`config.mk`:
```
export PLATFORM = sky130hd
export DESIGN_NAME = predicate_access_scheduler_flat
export DESIGN_NICKNAME = d
export VERILOG_FILES = /design/src/rtl/predicate_sched_pkg.sv /design/src/rtl/predicate_access_scheduler_if.sv /design/src/rtl/pred_rr_picker.sv /design/src/rtl/predicate_access_scheduler.sv /design/src/flat_wrapper.sv
export SDC_FILE = /design/constraint.sdc
export NUM_CORES = 1
export LEC_CHECK = 0
export BUFFER_PORTS_ARGS = -buffer_cell sky130_fd_sc_hd__buf_2
export CAP_MARGIN = 20
export CORE_AREA = 2 2 146 148
export CTS_BUF_LIST = sky130_fd_sc_hd__clkbuf_4 sky130_fd_sc_hd__clkbuf_8
export DETAILED_ROUTE_END_ITERATION = 6
export DIE_AREA = 0 0 148 150
export PLACE_DENSITY = 0.74
export SKIP_LAST_GASP = 1
export SLEW_MARGIN = 20
export SYNTH_ARGS = -nofsm -noshare
export SYNTH_HDL_FRONTEND = slang
export SYNTH_SLANG_ARGS = --single-unit
export TNS_END_PERCENT = 50
```
`constraint.sdc`:
```
create_clock -name clk -period 7.63 [get_ports clk]
set_input_delay 0.763 -clock clk [delete_from_list [all_inputs] [get_ports clk]]
set_output_delay 0.763 -clock clk [all_outputs]
set_load 0.05 [all_outputs]
```
`src/rtl/predicate_sched_pkg.sv`:
```
// Shared constants and types for the predicate register block access scheduler.
package predicate_sched_pkg;

    localparam int unsigned LANES        = 16;
    localparam int unsigned WARP_W       = 4;
    localparam int unsigned PREG_AW      = 4;
    localparam int unsigned NUM_WARPS    = 16;
    localparam int unsigned NUM_PREGS    = 16;
    localparam int unsigned NUM_WR       = 2;
    localparam int unsigned NUM_RD       = 4;
    localparam int unsigned STARVE_LIMIT = 4;

    localparam int unsigned WR_IDX_W = (NUM_WR > 1) ? $clog2(NUM_WR) : 1;
    localparam int unsigned RD_IDX_W = (NUM_RD > 1) ? $clog2(NUM_RD) : 1;
    localparam int unsigned STARVE_W = $clog2(STARVE_LIMIT + 1);

    typedef logic [WARP_W-1:0]  warp_id_t;
    typedef logic [PREG_AW-1:0] preg_addr_t;
    typedef logic [LANES-1:0]   lane_vec_t;

endpackage

```
`src/rtl/predicate_access_scheduler_if.sv`:
```
// Requester handshakes, read responses and predicate register block drive.
interface predicate_access_scheduler_if;
    import predicate_sched_pkg::*;

    logic [NUM_WR-1:0]         wr_req_valid;
    logic [NUM_WR-1:0]         wr_req_ready;
    logic [NUM_WR*WARP_W-1:0]  wr_req_warp;
    logic [NUM_WR*PREG_AW-1:0] wr_req_addr;
    logic [NUM_WR*LANES-1:0]   wr_req_mask;
    logic [NUM_WR*LANES-1:0]   wr_req_data;

    logic [NUM_RD-1:0]         rd_req_valid;
    logic [NUM_RD-1:0]         rd_req_ready;
    logic [NUM_RD*WARP_W-1:0]  rd_req_warp;
    logic [NUM_RD*PREG_AW-1:0] rd_req_addr;
    logic [NUM_RD*LANES-1:0]   rd_req_mask;
    logic [NUM_RD-1:0]         rd_rsp_valid;
    logic [NUM_RD*LANES-1:0]   rd_rsp_data;

    warp_id_t   prb_warp_selector;
    lane_vec_t  prb_write_en;
    preg_addr_t prb_waddr;
    lane_vec_t  prb_wdata;
    lane_vec_t  prb_read_en_0;
    lane_vec_t  prb_read_en_1;
    preg_addr_t prb_raddr_0;
    preg_addr_t prb_raddr_1;
    lane_vec_t  prb_rdata_0;
    lane_vec_t  prb_rdata_1;

    logic       starve_mode;

    // Requesters plus the register block itself.
    modport master (
        output wr_req_valid, wr_req_warp, wr_req_addr, wr_req_mask, wr_req_data,
        input  wr_req_ready,
        output rd_req_valid, rd_req_warp, rd_req_addr, rd_req_mask,
        input  rd_req_ready, rd_rsp_valid, rd_rsp_data,
        input  prb_warp_selector, prb_write_en, prb_waddr, prb_wdata,
        input  prb_read_en_0, prb_read_en_1, prb_raddr_0, prb_raddr_1,
        output prb_rdata_0, prb_rdata_1,
        input  starve_mode
    );

    // The scheduler.
    modport slave (
        input  wr_req_valid, wr_req_warp, wr_req_addr, wr_req_mask, wr_req_data,
        output wr_req_ready,
        input  rd_req_valid, rd_req_warp, rd_req_addr, rd_req_mask,
        output rd_req_ready, rd_rsp_valid, rd_rsp_data,
        output prb_warp_selector, prb_write_en, prb_waddr, prb_wdata,
        output prb_read_en_0, prb_read_en_1, prb_raddr_0, prb_raddr_1,
        input  prb_rdata_0, prb_rdata_1,
        output starve_mode
    );

endinterface

```
`src/rtl/pred_rr_picker.sv`:
```
// Round-robin picker: first requester that is also eligible, searching upward from ptr_i.
module pred_rr_picker #(
    parameter int unsigned N = 4,
    localparam int unsigned IdxW = (N > 1) ? $clog2(N) : 1
) (
    input  logic [N-1:0]    req_i,
    input  logic [N-1:0]    elig_i,
    input  logic [IdxW-1:0] ptr_i,
    output logic [N-1:0]    gnt_o,
    output logic [IdxW-1:0] idx_o,
    output logic            vld_o
);

    logic [N-1:0] cand;

    assign cand = req_i & elig_i;

    // Scan candidates in rotated order and take the first hit.
    always_comb begin
        int unsigned j;
        logic        found;
        gnt_o = '0;
        idx_o = '0;
        found = 1'b0;
        j     = 0;
        for (int unsigned k = 0; k < N; k++) begin
            j = (32'(ptr_i) + k) % N;
            if (!found && cand[j]) begin
                gnt_o[j] = 1'b1;
                idx_o    = IdxW'(j);
                found    = 1'b1;
            end
        end
        vld_o = found;
    end

endmodule

```
`src/rtl/predicate_access_scheduler.sv`:
```
// Shares the predicate register block's write port and two read ports among requesters,
// one warp per cycle, with a starvation guard that periodically forces read priority.
module predicate_access_scheduler
    import predicate_sched_pkg::*;
(
    input logic                         clk,
    input logic                         rst,
    predicate_access_scheduler_if.slave bus_io
);

    warp_id_t   wr_warp [NUM_WR];
    preg_addr_t wr_addr [NUM_WR];
    lane_vec_t  wr_mask [NUM_WR];
    lane_vec_t  wr_data [NUM_WR];
    warp_id_t   rd_warp [NUM_RD];
    preg_addr_t rd_addr [NUM_RD];
    lane_vec_t  rd_mask [NUM_RD];

    logic [WR_IDX_W-1:0]     wr_ptr_q, wr_ptr_d;
    logic [RD_IDX_W-1:0]     rd_ptr_q, rd_ptr_d;
    logic [STARVE_W-1:0]     starve_cnt_q, starve_cnt_d;
    logic [NUM_RD-1:0]       rsp_valid_q, rsp_valid_d;
    logic [NUM_RD*LANES-1:0] rsp_data_q, rsp_data_d;

    logic                starve;
    logic [NUM_WR-1:0]   wr_req, w_gnt;
    logic [WR_IDX_W-1:0] w_idx;
    logic                w_vld;
    logic [NUM_RD-1:0]   rd_req, rd0_elig, rd0_gnt, rd1_elig, rd1_gnt;
    logic [RD_IDX_W-1:0] rd0_idx, rd1_idx, rd_last;
    logic                rd0_vld, rd1_vld;
    warp_id_t            sel_warp;

    // Unpack the flat request buses into per-requester fields.
    always_comb begin
        for (int unsigned i = 0; i < NUM_WR; i++) begin
            wr_warp[i] = bus_io.wr_req_warp[i*WARP_W +: WARP_W];
            wr_addr[i] = bus_io.wr_req_addr[i*PREG_AW +: PREG_AW];
            wr_mask[i] = bus_io.wr_req_mask[i*LANES +: LANES];
            wr_data[i] = bus_io.wr_req_data[i*LANES +: LANES];
        end
        for (int unsigned i = 0; i < NUM_RD; i++) begin
            rd_warp[i] = bus_io.rd_req_warp[i*WARP_W +: WARP_W];
            rd_addr[i] = bus_io.rd_req_addr[i*PREG_AW +: PREG_AW];
            rd_mask[i] = bus_io.rd_req_mask[i*LANES +: LANES];
        end
    end

    assign starve = (starve_cnt_q == STARVE_W'(STARVE_LIMIT));
    // Nothing is granted while reset is held.
    assign wr_req = (rst || starve) ? '0 : bus_io.wr_req_valid;
    assign rd_req = rst ? '0 : bus_io.rd_req_valid;

    pred_rr_picker #(.N(NUM_WR)) u_wr_pick (
        .req_i  (wr_req),
        .elig_i ({NUM_WR{1'b1}}),
        .ptr_i  (wr_ptr_q),
        .gnt_o  (w_gnt),
        .idx_o  (w_idx),
        .vld_o  (w_vld)
    );

    // With a write winner, reads must share its warp and avoid its register (stale data).
    always_comb begin
        for (int unsigned i = 0; i < NUM_RD; i++) begin
            rd0_elig[i] = w_vld ? ((rd_warp[i] == wr_warp[w_idx]) && (rd_addr[i] != wr_addr[w_idx]))
                                : 1'b1;
        end
    end

    pred_rr_picker #(.N(NUM_RD)) u_rd0_pick (
        .req_i  (rd_req),
        .elig_i (rd0_elig),
        .ptr_i  (rd_ptr_q),
        .gnt_o  (rd0_gnt),
        .idx_o  (rd0_idx),
        .vld_o  (rd0_vld)
    );

    assign sel_warp = w_vld   ? wr_warp[w_idx]   :
                      rd0_vld ? rd_warp[rd0_idx] : '0;

    // Second read port: same constraints, same warp, excluding the first winner.
    always_comb begin
        for (int unsigned i = 0; i < NUM_RD; i++) begin
            rd1_elig[i] = rd0_elig[i] && !rd0_gnt[i] && (rd_warp[i] == sel_warp);
        end
    end

    pred_rr_picker #(.N(NUM_RD)) u_rd1_pick (
        .req_i  (rd_req),
        .elig_i (rd1_elig),
        .ptr_i  (rd_ptr_q),
        .gnt_o  (rd1_gnt),
        .idx_o  (rd1_idx),
        .vld_o  (rd1_vld)
    );

    assign bus_io.wr_req_ready      = w_gnt;
    assign bus_io.rd_req_ready      = rd0_gnt | rd1_gnt;
    assign bus_io.prb_warp_selector = sel_warp;
    assign bus_io.prb_write_en      = w_vld ? wr_mask[w_idx] : '0;
    assign bus_io.prb_waddr         = w_vld ? wr_addr[w_idx] : '0;
    assign bus_io.prb_wdata         = w_vld ? wr_data[w_idx] : '0;
    assign bus_io.prb_read_en_0     = rd0_vld ? rd_mask[rd0_idx] : '0;
    assign bus_io.prb_raddr_0       = rd0_vld ? rd_addr[rd0_idx] : '0;
    assign bus_io.prb_read_en_1     = rd1_vld ? rd_mask[rd1_idx] : '0;
    assign bus_io.prb_raddr_1       = rd1_vld ? rd_addr[rd1_idx] : '0;
    assign bus_io.rd_rsp_valid      = rsp_valid_q;
    assign bus_io.rd_rsp_data       = rsp_data_q;
    assign bus_io.starve_mode       = starve;

    // Port 1 always follows port 0 in rotation order, so it is the last grant when present.
    assign rd_last = rd1_vld ? rd1_idx : rd0_idx;

    // Pointer, starvation and response next-state.
    always_comb begin
        wr_ptr_d     = wr_ptr_q;
        rd_ptr_d     = rd_ptr_q;
        starve_cnt_d = starve_cnt_q;
        rsp_valid_d  = rd0_gnt | rd1_gnt;
        rsp_data_d   = rsp_data_q;

        if (w_vld) begin
            wr_ptr_d = (w_idx == WR_IDX_W'(NUM_WR - 1)) ? '0 : w_idx + 1'b1;
        end
        if (rd0_vld) begin
            rd_ptr_d = (rd_last == RD_IDX_W'(NUM_RD - 1)) ? '0 : rd_last + 1'b1;
        end

        if (rd0_vld) begin
            starve_cnt_d = '0;
        end else if ((|bus_io.rd_req_valid) && !starve) begin
            starve_cnt_d = starve_cnt_q + 1'b1;
        end

        for (int unsigned i = 0; i < NUM_RD; i++) begin
            if (rd0_gnt[i]) begin
                rsp_data_d[i*LANES +: LANES] = bus_io.prb_rdata_0 & rd_mask[i];
            end else if (rd1_gnt[i]) begin
                rsp_data_d[i*LANES +: LANES] = bus_io.prb_rdata_1 & rd_mask[i];
            end
        end
    end

    // State registers; reset also drops any response in flight.
    always_ff @(posedge clk or posedge rst) begin
        if (rst) begin
            wr_ptr_q     <= '0;
            rd_ptr_q     <= '0;
            starve_cnt_q <= '0;
            rsp_valid_q  <= '0;
            rsp_data_q   <= '0;
        end else begin
            wr_ptr_q     <= wr_ptr_d;
            rd_ptr_q     <= rd_ptr_d;
            starve_cnt_q <= starve_cnt_d;
            rsp_valid_q  <= rsp_valid_d;
            rsp_data_q   <= rsp_data_d;
        end
    end

endmodule

```
`src/flat_wrapper.sv`:
```
// flat-port wrapper written by rule: the top's interface ports become plain ports
module predicate_access_scheduler_flat import predicate_sched_pkg::*;
  (clk, rst, bus_io_wr_req_valid, bus_io_wr_req_warp, bus_io_wr_req_addr, bus_io_wr_req_mask, bus_io_wr_req_data, bus_io_wr_req_ready, bus_io_rd_req_valid, bus_io_rd_req_warp, bus_io_rd_req_addr, bus_io_rd_req_mask, bus_io_rd_req_ready, bus_io_rd_rsp_valid, bus_io_rd_rsp_data, bus_io_prb_warp_selector, bus_io_prb_write_en, bus_io_prb_waddr, bus_io_prb_wdata, bus_io_prb_read_en_0, bus_io_prb_read_en_1, bus_io_prb_raddr_0, bus_io_prb_raddr_1, bus_io_prb_rdata_0, bus_io_prb_rdata_1, bus_io_starve_mode);
  predicate_access_scheduler_if bus_io_i ();
  input logic clk;
  input logic rst;
  input wire logic [$bits(bus_io_i.wr_req_valid)-1:0] bus_io_wr_req_valid;
  input wire logic [$bits(bus_io_i.wr_req_warp)-1:0] bus_io_wr_req_warp;
  input wire logic [$bits(bus_io_i.wr_req_addr)-1:0] bus_io_wr_req_addr;
  input wire logic [$bits(bus_io_i.wr_req_mask)-1:0] bus_io_wr_req_mask;
  input wire logic [$bits(bus_io_i.wr_req_data)-1:0] bus_io_wr_req_data;
  output wire logic [$bits(bus_io_i.wr_req_ready)-1:0] bus_io_wr_req_ready;
  input wire logic [$bits(bus_io_i.rd_req_valid)-1:0] bus_io_rd_req_valid;
  input wire logic [$bits(bus_io_i.rd_req_warp)-1:0] bus_io_rd_req_warp;
  input wire logic [$bits(bus_io_i.rd_req_addr)-1:0] bus_io_rd_req_addr;
  input wire logic [$bits(bus_io_i.rd_req_mask)-1:0] bus_io_rd_req_mask;
  output wire logic [$bits(bus_io_i.rd_req_ready)-1:0] bus_io_rd_req_ready;
  output wire logic [$bits(bus_io_i.rd_rsp_valid)-1:0] bus_io_rd_rsp_valid;
  output wire logic [$bits(bus_io_i.rd_rsp_data)-1:0] bus_io_rd_rsp_data;
  output wire logic [$bits(bus_io_i.prb_warp_selector)-1:0] bus_io_prb_warp_selector;
  output wire logic [$bits(bus_io_i.prb_write_en)-1:0] bus_io_prb_write_en;
  output wire logic [$bits(bus_io_i.prb_waddr)-1:0] bus_io_prb_waddr;
  output wire logic [$bits(bus_io_i.prb_wdata)-1:0] bus_io_prb_wdata;
  output wire logic [$bits(bus_io_i.prb_read_en_0)-1:0] bus_io_prb_read_en_0;
  output wire logic [$bits(bus_io_i.prb_read_en_1)-1:0] bus_io_prb_read_en_1;
  output wire logic [$bits(bus_io_i.prb_raddr_0)-1:0] bus_io_prb_raddr_0;
  output wire logic [$bits(bus_io_i.prb_raddr_1)-1:0] bus_io_prb_raddr_1;
  input wire logic [$bits(bus_io_i.prb_rdata_0)-1:0] bus_io_prb_rdata_0;
  input wire logic [$bits(bus_io_i.prb_rdata_1)-1:0] bus_io_prb_rdata_1;
  output wire logic [$bits(bus_io_i.starve_mode)-1:0] bus_io_starve_mode;
  assign bus_io_i.wr_req_valid = bus_io_wr_req_valid;
  assign bus_io_i.wr_req_warp = bus_io_wr_req_warp;
  assign bus_io_i.wr_req_addr = bus_io_wr_req_addr;
  assign bus_io_i.wr_req_mask = bus_io_wr_req_mask;
  assign bus_io_i.wr_req_data = bus_io_wr_req_data;
  assign bus_io_wr_req_ready = bus_io_i.wr_req_ready;
  assign bus_io_i.rd_req_valid = bus_io_rd_req_valid;
  assign bus_io_i.rd_req_warp = bus_io_rd_req_warp;
  assign bus_io_i.rd_req_addr = bus_io_rd_req_addr;
  assign bus_io_i.rd_req_mask = bus_io_rd_req_mask;
  assign bus_io_rd_req_ready = bus_io_i.rd_req_ready;
  assign bus_io_rd_rsp_valid = bus_io_i.rd_rsp_valid;
  assign bus_io_rd_rsp_data = bus_io_i.rd_rsp_data;
  assign bus_io_prb_warp_selector = bus_io_i.prb_warp_selector;
  assign bus_io_prb_write_en = bus_io_i.prb_write_en;
  assign bus_io_prb_waddr = bus_io_i.prb_waddr;
  assign bus_io_prb_wdata = bus_io_i.prb_wdata;
  assign bus_io_prb_read_en_0 = bus_io_i.prb_read_en_0;
  assign bus_io_prb_read_en_1 = bus_io_i.prb_read_en_1;
  assign bus_io_prb_raddr_0 = bus_io_i.prb_raddr_0;
  assign bus_io_prb_raddr_1 = bus_io_i.prb_raddr_1;
  assign bus_io_i.prb_rdata_0 = bus_io_prb_rdata_0;
  assign bus_io_i.prb_rdata_1 = bus_io_prb_rdata_1;
  assign bus_io_starve_mode = bus_io_i.starve_mode;
  predicate_access_scheduler u_core (.clk(clk), .rst(rst), .bus_io(bus_io_i));
endmodule
```
**Yosys cells after proc, flatten, opt, wreduce, memory -nomap -nowiden**

Cells that the tools add are included.

- Add/sub/neg operators: 7
- Magnitude comparators: 15
- Equal/unequal tests: 14
- Mux-type cells: 117
- Bitwise logic cells: 21
- Reduce and logical (&&, ||, !) cells: 45

Operators with widths:

| kind | count |
|---|---|
| 2-to-1 mux 16 bit | 22 |
| bitwise AND 16 bit | 8 |
| 2-to-1 mux 4 bit | 26 |
| binary-select mux 16 bit (select 2 bit) | 2 |
| 2-to-1 mux 1 bit | 35 |
| equality test 4 bit | 8 |
| bitwise OR 4 bit | 7 |
| logical AND 1 bit | 26 |
| 2-to-1 mux 2 bit | 13 |
| binary-select mux 4 bit (select 2 bit) | 3 |
| binary-select mux 1 bit (select 2 bit) | 8 |
| != test 4 bit | 4 |
| zero test 1 bit | 12 |
| < comparator 2 x 3 -> 1 bit (second input constant) | 4 |
| nonzero test 2 bit | 5 |
| bitwise AND 4 bit | 2 |
| demux 1 bit (select 2 bit) | 4 |
| >= comparator 2 x 1 -> 1 bit (second input constant) | 4 |
| >= comparator 3 bit (second input constant) | 2 |
| 2-to-1 mux 3 bit | 2 |
| inverter 2 -> 3 bit | 2 |
| adder 2 x 1 -> 2 bit (second input constant) | 2 |
| adder 2 bit (second input constant) | 2 |
| < comparator 1 x 2 -> 1 bit (second input constant) | 2 |
| other kinds (11) | 14 |

- Register bits after elaboration: 74
- Bits of input ports: 216
- Output and inout bits: 155
- Word-level logic and storage cells: 227

**Logic depth before layout (Yosys ltp)**

Gate-level depths: netlist (run 1).

- Depth after elaboration: 55
- Mapped depth: 27
- Depth with buffers taken out: 21

**Hierarchy**

From an unflattened synthesis (run 1), not the netlist that was laid out.

- Cells, all modules: 781
- Area total of the unflattened synthesis: 7297.0 µm²

By module, submodules not included:

| module | instances | cells each | area an instance (µm²) | sequential area each (µm²) |
|---|---|---|---|---|
| predicate_access_scheduler | 1 | 634 | 6158.4 | 1851.8 |
| pred_rr_picker at u_core.u_rd0_pick | 1 | 76 | 604.3 | 0.0 |
| pred_rr_picker at u_core.u_rd1_pick | 1 | 65 | 496.7 | 0.0 |
| pred_rr_picker at u_core.u_wr_pick | 1 | 6 | 37.5 | 0.0 |

**Worst setup path after synthesis (run 1)**

No wires, ideal clock.

- Path type: input to output
- Start point: input port rst
- End point: output port bus_io_prb_raddr_1[0]
- Arrival time: 7.343 ns
- Data required time: 6.867 ns
- Setup slack: -0.476 ns
- Stages: 18
- Path buffers: 3
- Cells stage by stage: inv_1 nand3_1 and2_1 clkbuf_1 mux4_2 and3_1 or4_4 mux2i_1 a21oi_2 mux2i_1 or4_1 buf_2 mux2i_1 nand3_1 o221ai_1 buf_2 mux2i_1 o22ai_1

- Word-level cells in the longest chain between the ends: 54
- Elaborated cells on any way between the ends: 116
- Those cells by class: 12 x eq/ne; 65 x mux; 8 x bitwise; 31 x reduce/logical

Ends and longest elaborated chain:

| item | RTL line | text |
|---|---|---|
| start: declaration | flat_wrapper.sv:6 | `input logic rst;` |
| logical OR 1 bit | predicate_access_scheduler.sv:51 | `assign wr_req = (rst \|\| starve) ? '0 : bus_io.wr_req_valid;` |
| 2-to-1 mux 2 bit | predicate_access_scheduler.sv:51 |  |
| 2-to-1 mux 1 bit (implied by the code) (2 in a row) | pred_rr_picker.sv:28 | `if (!found && cand[j]) begin` |
| 2-to-1 mux 1 bit | pred_rr_picker.sv:28 |  |
| zero test 1 bit | pred_rr_picker.sv:28 |  |
| logical AND 1 bit | pred_rr_picker.sv:28 |  |
| 2-to-1 mux 1 bit | pred_rr_picker.sv:28 |  |
| inverter 1 -> 2 bit (implied by the code) | predicate_access_scheduler.sv:66, predicate_access_scheduler.sv:80 |  |
| [36 not listed] | - |  |
| 2-to-1 mux 1 bit | pred_rr_picker.sv:28 |  |
| zero test 1 bit | pred_rr_picker.sv:28 |  |
| logical AND 1 bit | pred_rr_picker.sv:28 |  |
| 2-to-1 mux 2 bit | pred_rr_picker.sv:28 |  |
| inverter 2 -> 3 bit (implied by the code) | predicate_access_scheduler.sv:108 | `assign bus_io.prb_raddr_1 = rd1_vld ? rd_addr[rd1_idx] : '0;` |
| binary-select mux 4 bit (select 2 bit) | predicate_access_scheduler.sv:108 |  |
| 2-to-1 mux 4 bit (implied by the code) (2 in a row) | predicate_access_scheduler.sv:108 |  |
| 2-to-1 mux 4 bit (*) | predicate_access_scheduler.sv:108 |  |
| end: declaration | flat_wrapper.sv:27 | `output wire logic [$bits(bus_io_i.prb_raddr_1)-1:0] bus_io_prb_raddr_1;` |

Mark *: on every way between the ends. The rest lies on a longest branch, timed or not. The select of a mux whose other input is x is not followed.

**Worst setup path in the final report (run 1)**

- Start point: register u_core.starve_cnt_q[0]
- End point: output port bus_io_prb_raddr_1[3]

- Word-level cells in the longest chain between the ends: 55
- Elaborated cells on any way between the ends: 116
- Those cells by class: 13 x eq/ne; 64 x mux; 8 x bitwise; 31 x reduce/logical

Ends and longest elaborated chain:

| item | RTL line | text |
|---|---|---|
| start: declaration | predicate_access_scheduler.sv:21 | `logic [STARVE_W-1:0] starve_cnt_q, starve_cnt_d;` |
| start signal: assignment | predicate_access_scheduler.sv:157 | `starve_cnt_q <= starve_cnt_d;` |
| equality test 3 bit (*) | predicate_access_scheduler.sv:49 | `assign starve = (starve_cnt_q == STARVE_W'(STARVE_LIMIT));` |
| logical OR 1 bit (*) | predicate_access_scheduler.sv:51 |  |
| 2-to-1 mux 2 bit (*) | predicate_access_scheduler.sv:51 |  |
| 2-to-1 mux 1 bit (implied by the code) (2 in a row) | pred_rr_picker.sv:28 |  |
| 2-to-1 mux 1 bit | pred_rr_picker.sv:28 |  |
| zero test 1 bit | pred_rr_picker.sv:28 |  |
| logical AND 1 bit | pred_rr_picker.sv:28 |  |
| 2-to-1 mux 1 bit | pred_rr_picker.sv:28 |  |
| [37 not listed] | - |  |
| 2-to-1 mux 1 bit | pred_rr_picker.sv:28 |  |
| zero test 1 bit | pred_rr_picker.sv:28 |  |
| logical AND 1 bit | pred_rr_picker.sv:28 |  |
| 2-to-1 mux 2 bit | pred_rr_picker.sv:28 |  |
| inverter 2 -> 3 bit (implied by the code) | predicate_access_scheduler.sv:108 |  |
| binary-select mux 4 bit (select 2 bit) | predicate_access_scheduler.sv:108 |  |
| 2-to-1 mux 4 bit (implied by the code) (2 in a row) | predicate_access_scheduler.sv:108 |  |
| 2-to-1 mux 4 bit (*) | predicate_access_scheduler.sv:108 |  |

Marked as above.

==> out/results.ini, run 1 <==
[run_status]
outcome=complete, no violations

[critical_path]
arrival_ps=6630
slowest_delay_ps=650
crit_path_cell_trace=inv_1 -> ha_1 -> a21oi_4 -> nand3_4 -> inv_8 -> mux2i_2 -> xnor2_1 -> o41a_1 -> mux4_2 -> and3_1 -> or4_4 -> mux2i_1 -> a21oi_2 -> mux2i_1 -> or4_4 -> mux2i_2 -> nand3_1 -> o221ai_4 -> buf_12 -> buf_6 -> mux2i_1 -> o22ai_1 -> buf_2
endpoint_kind=output port
crit_fanout=17
worstSetupStartpointType=flop
critPathRequiredTime_ps=6870
critPathKind=reg2out
cp_slowest_cell=or4_4
worstRegToRegCells=21
critPathMostFrequentCell=mux2i_1

[drt]
vias=9682
vias_per_cell=5.812
ant_nets=0
drcViolationCount=0
first_pass_iters=7
wl_um=34510
drt_iter0_drc=736
wl_per_cell_um=20.71

[die]
core_um2=20690
die_y_um=150
rows=53
die_width_um=148
initial_utilization=0.4250
dieArea_um2=22200
ioPinCount=371

[synth]
async_reset_ff_frac=1.000
yosys_warnings=0
synth.net_count=1250
synth_cell_types=86
synth_edf_count=0
yosys.area.top_type_share=0.2106
synth_flop_cell=dfrtp_1
synth_seq_cells=74
synth_top_area_cell=dfrtp_1
syn_inst=1028
syn_avg_cell_area_um2=8.554
synthTopCellsByArea=dfrtp_1, mux2i_1, mux2_4, mux2_2, nand2_1
yosysSeqAreaShare=0.2106
netlist_area_um2=8793

[place]
place_area_um2=11030
place_congestion=0.9935
dp_worst_setup_slack_ps=44.33
dpl.hpwl_um=26430
portBuffers=370

[timing]
setup_violations=0
finalCriticalPeriod_ps=7393
hold_viol_final=0
slew_viol_final=0
finClkSkew_ps=13.64
fin_hold_ws_ps=307.7
fin_crit_sh=0.9690
finalWorstSetupSlack_ps=236.6
fmax_mhz=135.3
slew-limit-headroom=0.3253
worst_pin_slew_ps=1001

[clocking]
clock_sinks=74
clk_pin_slew_ps=80
numCtsBuffers=9
ctsHoldBuffers=0
htree_num_levels=3
clock_latency_ps=370
cts_tree=yes
clk_path_buf_depth=2
cts_root_buf=clkbuf_8

[power]
power.density_nw_per_um2=477.8
p_leak_nw=6.085
irDropWorstVdd_v=0.0003409

[finish]
seqCellArea_um2=1852
fin_nets=1606
fin_area_um2=11470
drive_gt1_frac=0.4168
syn2layout_area_growth_pct=30.45
fill_cells=1920
multi_input_area_um2=6571

[global_routing]
antenna_found_initial=2
grt_overflow=0
grt_pass1_vias=9369
grt_max_degree=74
grt_pass1_wl_um=52730
grtUsageTotal=0.3001

[run]
cap_violations=0

[hold_path]
hold_path_class=in2async

-- worst max-delay path, delay by kind of cell, from the launching register on --
| family | cells | cell delay [ps] |
|---|---|---|
| DFF | 1 | 350 |
| and+or+nand+nor | 5 | 1810 |
| AOI/OAI and AO/OA | 5 | 1280 |
| muxes | 6 | 1610 |
| adders and majority gates | 1 | 260 |
| buffers and inverters | 5 | 780 |
| xor gates and xnor gates | 1 | 170 |
-- layout by cell type, fill, tap and decap left out, types with 5 or more instances in the layout --
| master | Yosys | final |
|---|---|---|
| a211oi_1 | 30 | 29 |
| a21oi_1 | 59 | 58 |
| a221o_1 | 6 | 6 |
| a221oi_1 | 8 | 7 |
| a22o_1 | 6 | 6 |
| a31oi_1 | 7 | 6 |
| and2_1 | 13 | 13 |
| and3_1 | 6 | 6 |
| buf_2 | 10 | 366 |
| buf_4 | 2 | 45 |
| clkbuf_8 | 0 | 9 |
| dfrtp_1 | 74 | 74 |
| ha_1 | 6 | 6 |
| inv_1 | 31 | 30 |
| mux2_2 | 48 | 48 |
| mux2_4 | 36 | 36 |
| mux2i_1 | 143 | 139 |
| nand2_1 | 124 | 123 |
| nand2b_1 | 7 | 7 |
| nand3_1 | 10 | 10 |
| nand4_1 | 5 | 5 |
| nor2_1 | 54 | 53 |
| nor2b_1 | 69 | 69 |
| nor3_1 | 8 | 8 |
| o211ai_1 | 10 | 10 |
| o21ai_0 | 24 | 23 |
| o221ai_1 | 7 | 6 |
| o22ai_1 | 29 | 29 |
| o31ai_1 | 6 | 6 |
| or2_2 | 8 | 8 |
| xnor2_1 | 13 | 13 |
| xor2_1 | 16 | 16 |
-- state kept, by name, indices dropped and copies added, names as in the netlist --
register	cells
u_core.bus_io.rd_rsp_data	64
u_core.bus_io.rd_rsp_valid	4
u_core.rd_ptr_q	2
u_core.starve_cnt_q	3
u_core.wr_ptr_q	1
-- worst paths after layout --
path,start,to,slack [ps]
setup / recovery,u_core.starve_cnt_q[0],bus_io_prb_raddr_1[3],240
hold / removal,rst,u_core.wr_ptr_q,310
setup reg to reg,u_core.starve_cnt_q[0],u_core.bus_io.rd_rsp_data[25],900
hold reg to reg,u_core.bus_io.rd_rsp_data[34],u_core.bus_io.rd_rsp_data[34],510
max in group asynchronous,rst,u_core.bus_io.rd_rsp_data[52],6180
min in group clk,u_core.bus_io.rd_rsp_data[34],u_core.bus_io.rd_rsp_data[34],510
-- per-layer routing --
| layer | track usage | vias to the layer above | part of all wire |
|---|---|---|---|
| met1 | 0.4047 | 4626 | 0.43 |
| met5 | 0 | - | 0 |
| li1 | - | 4504 | - |
| met2 | 0.4766 | 469 | 0.47 |
| met4 | 0.1162 | 0 | 0.033 |
| met3 | 0.05610 | 83 | 0.071 |
-- cells in the mapped netlist, types with 3 or more instances --
| library cell | instances |
|---|---|
| mux2i_1 | 143 |
| nand2_1 | 124 |
| dfrtp_1 | 74 |
| nor2b_1 | 69 |
| a21oi_1 | 59 |
| nor2_1 | 54 |
| mux2_2 | 48 |
| clkbuf_1 | 42 |
| mux2_4 | 36 |
| inv_1 | 31 |
| a211oi_1 | 30 |
| o22ai_1 | 29 |
| o21ai_0 | 24 |
| xor2_1 | 16 |
| and2_1 | 13 |
| buf_1 | 13 |
| xnor2_1 | 13 |
| buf_2 | 10 |
| buf_6 | 10 |
| nand3_1 | 10 |
| o211ai_1 | 10 |
| a221oi_1 | 8 |
| nor3_1 | 8 |
| or2_2 | 8 |
| a31oi_1 | 7 |
| nand2b_1 | 7 |
| o221ai_1 | 7 |
| a221o_1 | 6 |
| a22o_1 | 6 |
| and3_1 | 6 |
| ha_1 | 6 |
| nor4_1 | 6 |
| o31ai_1 | 6 |
| nand4_1 | 5 |
| a2111oi_0 | 4 |
| a41o_1 | 4 |
| mux4_2 | 4 |
| nor3b_1 | 4 |
| o41a_1 | 4 |
| a21boi_0 | 3 |
| a2bb2oi_1 | 3 |
| o21a_1 | 3 |
-- cell type report --
cell class                 instances  area share
antenna                            2   0.0004363
clock buffer                      10     0.01145
clock inverter                     6    0.007853
inverter                          33     0.01178
multi-input combinational        843      0.5729
sequential                        74      0.1614
tap                              275     0.03000
timing repair buffer             423      0.2042
-- power by group --
group / internal (mW) / total, mW / switching [mW]
clock: 0.189 / 0.356 / 0.167
sequential: 0.553 / 0.639 / 0.0859
combinational: 1.57 / 4.49 / 2.92
total: 2.31 / 5.48 / 3.17
-- metrics by stage --
step / power, mW / cells / util / setup TNS (ps)
after floorplan: 3.970 / 1028 / - / 0
after global placement: 4.957 / 1639 / 0.5333 / 0
after detailed placement: 4.996 / 1639 / 0.5333 / 0
after CTS: 5.372 / 1655 / 0.5448 / 0
after global routing: 5.744 / 1666 / 0.5544 / -316.4
final: 5.481 / 1666 / 0.5544 / 0
-- cells by family (layout without fill, tap and decap cells) --
family / after synthesis / after routing / synth area share
XOR/XNOR: 29 / 29 / 0.02888
flip-flops: 74 / 74 / 0.2106
multiplexers: 233 / 233 / 0.3001
buffers and inverters: 111 / 472 / 0.05862
adder cells (fa/ha/maj): 6 / 6 / 0.008537
AND/OR/NAND/NOR: 329 / 329 / 0.1890
other: 0 / 2 / 0
AO/OA/AOI/OAI: 246 / 246 / 0.2043
-- what timing repair did --
item	CTS	global route
cloned	0	1
pin swaps	1	6
endpoints found under the setup margin	20	24
setup buffers	0	8
gates resized for setup	3	24
(Power assumes the default switching activity.)
==> run 2: changes to the inputs <==
- RECOVER_POWER: unset -> 50
==> out/results.ini, run 2 (same netlist as run 1, synthesis figures left out) <==
[global_routing]
antenna_found_initial=2
grt_overflow=0
grtUsageTotal=0.3001
grt_max_degree=74
grt_pass1_wl_um=52730
grt_pass1_vias=9369

[power]
power.internal_mw=2.271
p_total_mw=5.444
p_leak_nw=5.805
seq_power_share=0.118
irDropWorstVdd_v=0.0003413
p_sw_mw=3.174
swShare=0.5829
p_clk_frac=0.065
combPwrFrac=0.817
power.density_nw_per_um2=479.0

[critical_path]
critPathRequiredTime_ps=6870
r2r_setup_slack_ps=890
crit_fanout=17
r2r-start=u_core.starve_cnt_q[0]
r2r-end=u_core.bus_io.rd_rsp_data[25]
critPathKind=reg2out
worstRegToRegCells=21
endpoint_kind=output port
arrival_ps=6650
worstSetupStartpointType=flop

[drt]
drcViolationCount=0
wl_um=34460
drt_iter0_drc=830
vias=9742
wl_per_cell_um=20.68
vias_per_cell=5.848
ant_nets=0
first_pass_iters=5

[run_status]
outcome=finished with violations
violations=max-capacitance violations, max-slew violations

[clocking]
clock_latency_ps=370
clk_pin_slew_ps=80
ctsHoldBuffers=0
clk_path_buf_depth=2
clock_sinks=74
numCtsBuffers=9
htree_num_levels=3
cts_tree=yes
cts_root_buf=clkbuf_8

[finish]
final_cell_mix=buf_2, mux2i_1, nand2_1, clkbuf_1, dfrtp_1
fin_nets=1606
drive_gt1_frac=0.3614
mostFrequentLayoutCell=buf_2
syn2layout_area_growth_pct=29.24
instances_no_fill=1666
post-route-util=0.5493
fin_area_um2=11360
largest_reg_flops=64

[die]
ioPinCount=371
rows=53
die_y_um=150
dieArea_um2=22200
die_width_um=148
core_um2=20690
initial_utilization=0.4250

[timing]
slew_viol_final=111
hold_viol_final=0
slew-limit-headroom=-1.722
finalCriticalPeriod_ps=7409
setup_violations=0
fmax_mhz=135.0
finalWorstSetupSlack_ps=220.7
fin_crit_sh=0.9711
finClkSkew_ps=12.08
setup_tns_ps=0
worst_pin_slew_ps=4083
fin_hold_ws_ps=361.1

[place]
portBuffers=370
place_congestion=0.9935
dpl.cell_count=1639
dp_worst_setup_slack_ps=44.33
place_area_um2=11030
dpl.hpwl_um=26430

[hold_path]
hold_path_class=in2async

[run]
cap_violations=2

run 2: cell types whose count changed in the layout (fill, tap and decap cells not counted):
cell,delta
buf_2,-74
buf_4,-3
clkbuf_1,+77
clkinvlp_2,+1
clkinvlp_4,-1
run 2: worst max-delay path: stages (launching register included):
cell and delay [ps]:
dfrtp_1 350, inv_1 70, ha_1 260, a21oi_4 180, nand3_4 120, inv_8 140, mux2i_2 310, xnor2_1 170
o41a_1 520, mux4_2 510, and3_1 250, or4_4 660, mux2i_1 180, a21oi_2 270, mux2i_1 140, or4_4 630
mux2i_2 230, nand3_1 160, o221ai_4 220, buf_12 170, clkbuf_16 180, mux2i_1 80, o22ai_1 180, buf_2 290
run 2: layout make-up:
cell class | instances | area, µm²
clock inverters | 6 | 90.09
flip-flops and latches | 74 | 1852
clock buffers | 10 | 131.4
repair buffers | 423 | 2238
diodes | 2 | 5.005
multi-input cells | 843 | 6571
well taps | 275 | 344.1
inverters | 33 | 132.6
fillers | 1965 | 9325
run 2: per-layer routing:
metal / vias to the layer above / track usage / wire length, µm
met2: 499 / 0.4766 / 16140
li1: 4507 / - / -
met4: 0 / 0.1162 / 1091
met5: - / 0 / 0
met3: 84 / 0.05610 / 2683
met1: 4652 / 0.4047 / 14540
run 2: power by group through the flow:
| stage | Combinational [mW] | Sequential [mW] | Clock (mW) |
|---|---|---|---|
| after floorplan | 2.86 | 1.11 | 0 |
| after global placement | 4.32 | 0.637 | 0 |
| after detailed placement | 4.36 | 0.637 | 0 |
| after CTS | 4.37 | 0.637 | 0.365 |
| after global routing | 4.66 | 0.660 | 0.380 |
| final | 4.45 | 0.643 | 0.355 |
run 2: timing repair:
| action | 4_1_cts | 5_1_grt |
|---|---|---|
| setup buffers | 0 | 8 |
| setup endpoints to repair | 20 | 24 |
| resized for setup | 3 | 24 |
| cloned | 0 | 1 |
| pin swaps | 1 | 6 |
run 2: worst max path at each step:
stage,from,cells past startpoint,to
floorplan,rst,18,bus_io_prb_raddr_1[0]
CTS,u_core.starve_cnt_q[0],25,bus_io_prb_read_en_1[15]
detailed placement,bus_io_wr_req_valid[0],22,bus_io_prb_read_en_1[2]
global placement,bus_io_wr_req_valid[0],22,bus_io_prb_read_en_1[2]
finish,u_core.starve_cnt_q[0],23,bus_io_prb_read_en_1[0]
global route,u_core.starve_cnt_q[0],23,bus_io_prb_raddr_1[0]
